`config.mk`:
```
export PLATFORM = sky130hd
export DESIGN_NAME = shift_serializer
export DESIGN_NICKNAME = d
export VERILOG_FILES = /design/src/rtl/shift_serializer_pkg.sv /design/src/rtl/shift_serializer.sv
export SDC_FILE = /design/constraint.sdc
export NUM_CORES = 1
export LEC_CHECK = 0
export CORE_UTILIZATION = 49
export DETAILED_ROUTE_END_ITERATION = 10
export HOLD_SLACK_MARGIN = 0.12
export PLACE_DENSITY = 0.77
export SYNTH_ARGS = -nofsm -noshare
export SYNTH_HDL_FRONTEND = slang
export SYNTH_SLANG_ARGS = --single-unit
```
`constraint.sdc`:
```
create_clock -name clk -period 2.1 [get_ports clk]
set_input_delay 0.315 -clock clk [delete_from_list [all_inputs] [get_ports clk]]
set_output_delay 0.315 -clock clk [all_outputs]
set_load 0.01 [all_outputs]
```
`src/rtl/shift_serializer_pkg.sv`:
```
// ---------------------------------------------------------------------------
// shift_serializer_pkg
//   Shared definitions for the I2C SDA-out serializer and the protocol FSM
//   that drives it.
//   - ser_state_e   : serializer state encoding
//   - LINE_RELEASED : level placed on the SDA driver input when the line is
//                     let go (open-drain: 1 = released, pulled up externally)
//   - ser_count_w() : bit-count width needed for a given word width
// ---------------------------------------------------------------------------
package shift_serializer_pkg;

  typedef enum logic [1:0] {
    ST_IDLE     = 2'd0,
    ST_SHIFT    = 2'd1,
    ST_ACK_REL  = 2'd2,
    ST_ACK_WAIT = 2'd3
  } ser_state_e;

  localparam logic LINE_RELEASED = 1'b1;

  // The count must be able to represent WIDTH itself.
  function automatic int ser_count_w(input int width);
    return $clog2(width + 1);
  endfunction

endpackage

```
`src/rtl/shift_serializer.sv`:
```
// ---------------------------------------------------------------------------
// shift_serializer
//   Parallel-to-serial transmitter for the I2C SDA-out path. A WIDTH-bit word
//   is accepted over valid/ready, then one bit is driven per shift_en strobe
//   (MSB- or LSB-first). With ACK_SLOT set, the line is released on one more
//   shift_en and the receiver's ACK/NACK is captured on the next sample_en.
//
// Parameters
//   WIDTH      word width, 2..32
//   MSB_FIRST  1: in_data[WIDTH-1] first, 0: in_data[0] first
//   ACK_SLOT   1: append release + ACK sample phase
//
// Ports
//   clk, reset      clock, synchronous active-high reset
//   in_data/valid   word to send, captured when in_valid & in_ready
//   in_ready        high only in IDLE
//   shift_en        SCL-low strobe: drive the next bit / release for ACK
//   sample_en       SCL-high strobe: used only to sample the ACK bit
//   ack_in          SDA as seen on the bus (0 = ACK)
//   abort           drop the transfer immediately, no done pulse
//   out             serial data to the SDA driver (1 = released)
//   busy            high in any state but IDLE
//   done            one-cycle completion pulse
//   nack            ack_in captured in the last completed ACK slot
// ---------------------------------------------------------------------------
module shift_serializer
  import shift_serializer_pkg::*;
#(
  parameter int WIDTH     = 8,
  parameter bit MSB_FIRST = 1'b1,
  parameter bit ACK_SLOT  = 1'b1
) (
  input  logic             clk,
  input  logic             reset,
  input  logic [WIDTH-1:0] in_data,
  input  logic             in_valid,
  output logic             in_ready,
  input  logic             shift_en,
  input  logic             sample_en,
  input  logic             ack_in,
  input  logic             abort,
  output logic             out,
  output logic             busy,
  output logic             done,
  output logic             nack
);

  localparam int              CW       = ser_count_w(WIDTH);
  localparam logic [CW-1:0]   LAST_IDX = CW'(WIDTH - 1);

  ser_state_e       state_reg, state_next;
  logic [WIDTH-1:0] shreg_reg, shreg_next;
  logic [CW-1:0]    count_reg, count_next;
  logic             out_reg,   out_next;
  logic             done_reg,  done_next;
  logic             nack_reg,  nack_next;

  // Bit presented to the line on the next shift_en, and the register after
  // that bit has been consumed.
  logic             tx_bit;
  logic [WIDTH-1:0] shreg_shifted;

  assign tx_bit        = MSB_FIRST ? shreg_reg[WIDTH-1] : shreg_reg[0];
  assign shreg_shifted = MSB_FIRST ? {shreg_reg[WIDTH-2:0], 1'b0}
                                   : {1'b0, shreg_reg[WIDTH-1:1]};

  // -------------------------------------------------------------------------
  // State register
  // -------------------------------------------------------------------------
  always_ff @(posedge clk) begin
    if (reset) begin
      state_reg <= ST_IDLE;
      shreg_reg <= '0;
      count_reg <= '0;
      out_reg   <= LINE_RELEASED;
      done_reg  <= 1'b0;
      nack_reg  <= 1'b0;
    end else begin
      state_reg <= state_next;
      shreg_reg <= shreg_next;
      count_reg <= count_next;
      out_reg   <= out_next;
      done_reg  <= done_next;
      nack_reg  <= nack_next;
    end
  end

  // -------------------------------------------------------------------------
  // Next-state / datapath
  // -------------------------------------------------------------------------
  always_comb begin
    state_next = state_reg;
    shreg_next = shreg_reg;
    count_next = count_reg;
    out_next   = out_reg;
    done_next  = 1'b0;
    nack_next  = nack_reg;

    if (abort) begin
      // Abort wins over every strobe; nack keeps the last completed result.
      state_next = ST_IDLE;
      count_next = '0;
      out_next   = LINE_RELEASED;
    end else begin
      unique case (state_reg)
        ST_IDLE: begin
          // The line is left as-is on load; the first bit only appears on
          // the first shift_en after the accept.
          if (in_valid) begin
            shreg_next = in_data;
            count_next = '0;
            state_next = ST_SHIFT;
          end
        end

        ST_SHIFT: begin
          if (shift_en) begin
            out_next   = tx_bit;
            shreg_next = shreg_shifted;
            count_next = count_reg + 1'b1;
            if (count_reg == LAST_IDX) begin
              if (ACK_SLOT) begin
                state_next = ST_ACK_REL;
              end else begin
                done_next  = 1'b1;
                state_next = ST_IDLE;
              end
            end
          end
        end

        ST_ACK_REL: begin
          // Let go of SDA so the receiver can drive the ACK bit.
          if (shift_en) begin
            out_next   = LINE_RELEASED;
            state_next = ST_ACK_WAIT;
          end
        end

        ST_ACK_WAIT: begin
          if (sample_en) begin
            nack_next  = ack_in;
            done_next  = 1'b1;
            state_next = ST_IDLE;
          end
        end

        default: begin
          state_next = ST_IDLE;
        end
      endcase
    end
  end

  assign in_ready = (state_reg == ST_IDLE);
  assign busy     = (state_reg != ST_IDLE);
  assign out      = out_reg;
  assign done     = done_reg;
  assign nack     = nack_reg;

endmodule

```
==> results of run 1 <==
## layout make-up
cell class                      count  area (um^2)
Clock buffer                        3         22.5
Timing Repair Buffer               23          220
Tap cell                           25         31.3
Clock inverter                      1         5.00
Fill cell                         160          581
Sequential cell                    17          340
Multi-Input combinational cell     76          546
Inverter                            5         18.8
## per-layer routing
layer	vias to the layer above	wire (um)	global-route usage (%)
met1	354	853	26.4
li1	412	-	-
met2	24	949	31.3
met4	0	34	15.9
met3	4	129	5.16
met5	-	0	0
## worst register-to-register path, delay by kind of cell (launching register included)
family / cells / cell delay, ns
AOI/OAI and AO/OA: 1 / 0.23
adders and majority gates: 1 / 0.26
buffers and inverters: 2 / 0.32
DFF: 1 / 0.39
and+or+nand+nor: 3 / 0.49
## through the flow
step / cells / power [uW] / util (%) / worst slack, ns
6_report: 150 / 685 / 67.1 / 0.129
5_1_grt: 150 / 717 / 67.1 / 0.0174
4_1_cts: 150 / 688 / 67.1 / 0.116
3_5_place_dp: 146 / 511 / 65.5 / 0.263
3_3_place_gp: 146 / 505 / 65.5 / 0.339
2_1_floorplan: 104 / 456 / - / 0.303
## logic make-up (layout without fill, tap and decap cells)
logic type                 Yosys count  after routing
DFF                                 17             17
muxes                                8              8
buffers and inverters               11             32
AOI/OAI and AO/OA                   23             23
adders and majority gates            5              5
and+or+nand+nor                     40             40
## worst min-delay path by stage
| stage | from | endpoint | slack, ns | depth (start not counted) |
|---|---|---|---|---|
| 6_report | count_reg[3]$_SDFFE_PP0P_ | count_reg[3]$_SDFFE_PP0P_ | 0.47 | 1 |
| 5_1_grt | count_reg[3]$_SDFFE_PP0P_ | count_reg[3]$_SDFFE_PP0P_ | 0.50 | 1 |
| 4_1_cts | count_reg[3]$_SDFFE_PP0P_ | count_reg[3]$_SDFFE_PP0P_ | 0.48 | 1 |
| 3_5_place_dp | count_reg[3]$_SDFFE_PP0P_ | count_reg[3]$_SDFFE_PP0P_ | 0.46 | 1 |
| 3_3_place_gp | count_reg[3]$_SDFFE_PP0P_ | count_reg[3]$_SDFFE_PP0P_ | 0.44 | 1 |
| 2_1_floorplan | count_reg[3]$_SDFFE_PP0P_ | count_reg[3]$_SDFFE_PP0P_ | 0.42 | 1 |
## synthesized netlist by cell type (4+ instances only)
cell type / number
dfxtp_1: 17
nor2_1: 16
mux2i_1: 8
a211oi_1: 6
nand2_1: 6
ha_1: 5
inv_1: 5
o21ai_0: 5
a21oi_1: 4
nor3_1: 4
## where the power goes
part / internal (uW) / switching (uW) / total, uW
logic: 78.9 / 76.6 / 156
clock network: 71.0 / 110 / 180
registers: 339 / 9.84 / 349
==> flow_metrics.py, run 1 <==
metrics = {
    "run_status": {
        "status": "finished clean",
    },
    "sta": {
        "relSlewSlack_pct": 78.6,
        "min_period_over_period_pct": 93.9,
        "hold_viol": 0,
        "rsz0062_at_grt": "false",
        "whs_ns": 0.469,
        "report.final.slew_viol_count": 0,
        "worst_slew_pin_slew_ns": 0.318,
        "setup_viol": 0,
        "fmax_mhz": 507,
        "finalSetupTns_ns": 0,
        "min_period_ns": 1.97,
        "finClkSkew_ns": 0.00169,
    },
    "logic_synthesis": {
        "async_flop_share_pct": 0,
        "yosys.area_share.adder_pct": 6.63,
        "synth_edf_count": 0,
        "avgSynthCellArea_um2": 9.07,
        "syn-instance-count": 104,
        "ys.warnings.count": 0,
        "yosys.area.top_type": "dfxtp_1",
        "synth_seq_cells": 17,
        "ys.flop_type": "dfxtp_1",
        "syn_nets": 124,
        "yosys.area_share.simple_pct": 23.3,
        "synth_top_family_by_area": "simple AND/OR/NAND/NOR gates",
        "synth-compound-area-share_pct": 19.4,
        "synth.top_cells.by_area": "dfxtp_1 36%, mux2i_1 8.5%, ha_1 6.6%, nor2_1 6.4%, a211oi_1 4.8%",
        "synth_cell_types": 29,
        "synth_mux_area_share_pct": 8.49,
        "synth_top_area_share_pct": 36.1,
        "synthXorXnorAreaFrac_pct": 0,
        "syn_area_um2": 943,
        "yosysSeqAreaShare_pct": 36.1,
    },
    "pwr": {
        "ir_worst_vdd_v": 0.000444,
        "power_leakage_uw": 0.000438,
        "powerDensity_mw_per_mm2": 579,
    },
    "global_route": {
        "grt_usage_pct": 21.2,
        "grt-ovfl-total": 0,
        "grt_pass1_vias": 748,
        "grt_max_degree": 17,
        "antenna_found_initial": 0,
        "grt_pass1_wl_um": 3100,
    },
    "detailed_routing": {
        "vias": 794,
        "drc": 0,
        "wire_per_inst_um": 13.1,
        "avgViaCountPerCell": 5.29,
        "drt_iter0_markers": 18,
        "wl_um": 1970,
        "drtAntennaViolNets": 0,
        "dr.pass1.iters": 4,
    },
    "critical_path": {
        "arrival_ns": 1.66,
        "cp_max_fo": 5,
        "crit_path_start": "state_reg[0]$_SDFFE_PP0P_",
        "cp_cell_sequence": "inv_1 > ha_1 > inv_1 > clkdlybuf4s50_1",
        "crit_type": "flip-flop to output port",
        "slowest_delay_ns": 0.54,
        "cp_num_buf_inv": 3,
        "cp.required_ns": 1.78,
        "cp_num_cells": 4,
        "cp-endpoint": "busy",
        "slowest_stage": "clkdlybuf4s50_1",
        "worst_setup_path_start_kind": "flip-flop",
        "ff2ff_setup_slack_ns": 0.32,
        "timing.critical_path.mode_cell": "inv_1",
        "r2r_cells": 7,
        "r2r-end": "shreg_reg[3]$_SDFFE_PP0P_",
        "cp_top_family": "buffers and inverters",
        "worstSetupEndpointType": "output port",
        "r2r-start": "state_reg[0]$_SDFFE_PP0P_",
    },
    "finish": {
        "design_area_mm2": 0.00118,
        "largest_reg_flops": 8,
        "antenna_cells": 0,
        "mostFrequentLayoutCells": "19 x clkdlybuf4s50_1, 17 x dfxtp_1, 16 x nor2_1",
        "syn_to_final_growth_pct": 25.5,
        "layout_commonest_cell": "clkdlybuf4s50_1",
        "drive_gt1_share_pct": 12.0,
        "nets": 146,
    },
    "clocking": {
        "clock_sinks": 17,
        "numCtsBuffers": 3,
        "h-tree-depth": 1,
        "post_cts_resized": 0,
        "clockBufferDepth": 2,
        "post_cts_buffers": 0,
        "ctsHoldBuffers": 0,
        "root_buffer": "clkbuf_4",
        "clk_pin_slew_ns": 0.10,
        "clk_latency_ns": 0.29,
        "cts_tree": "built",
    },
    "placed_design": {
        "gp_congestion": 0.896,
        "dpl_cell_area_mm2": 0.00116,
        "portBuffers": 19,
        "place_hpwl_um": 1420,
    },
    "floorplan": {
        "pin_count": 20,
        "core_mm2": 0.00176,
        "dieArea_mm2": 0.00210,
        "die_h_um": 45.9,
        "start_util_pct": 53.5,
        "floorplan.rows": 15,
        "fp.dieW_um": 45.9,
    },
    "run": {
        "drv_cap": 0,
    },
    "worst_hold_path": {
        "worstHoldPathType": "flip-flop to flip-flop",
    },
}
Power figures use the tool's default switching activity.
==> run 2: changes to the inputs <==
--- a/config.mk
+++ b/config.mk
@@ -9,6 +9,7 @@
 export DETAILED_ROUTE_END_ITERATION = 10
 export HOLD_SLACK_MARGIN = 0.12
 export PLACE_DENSITY = 0.77
+export SLEW_MARGIN = 20
 export SYNTH_ARGS = -nofsm -noshare
 export SYNTH_HDL_FRONTEND = slang
 export SYNTH_SLANG_ARGS = --single-unit
==> results of run 2 <==
The final DEF is identical to that of run 1; final timing and power are the same.
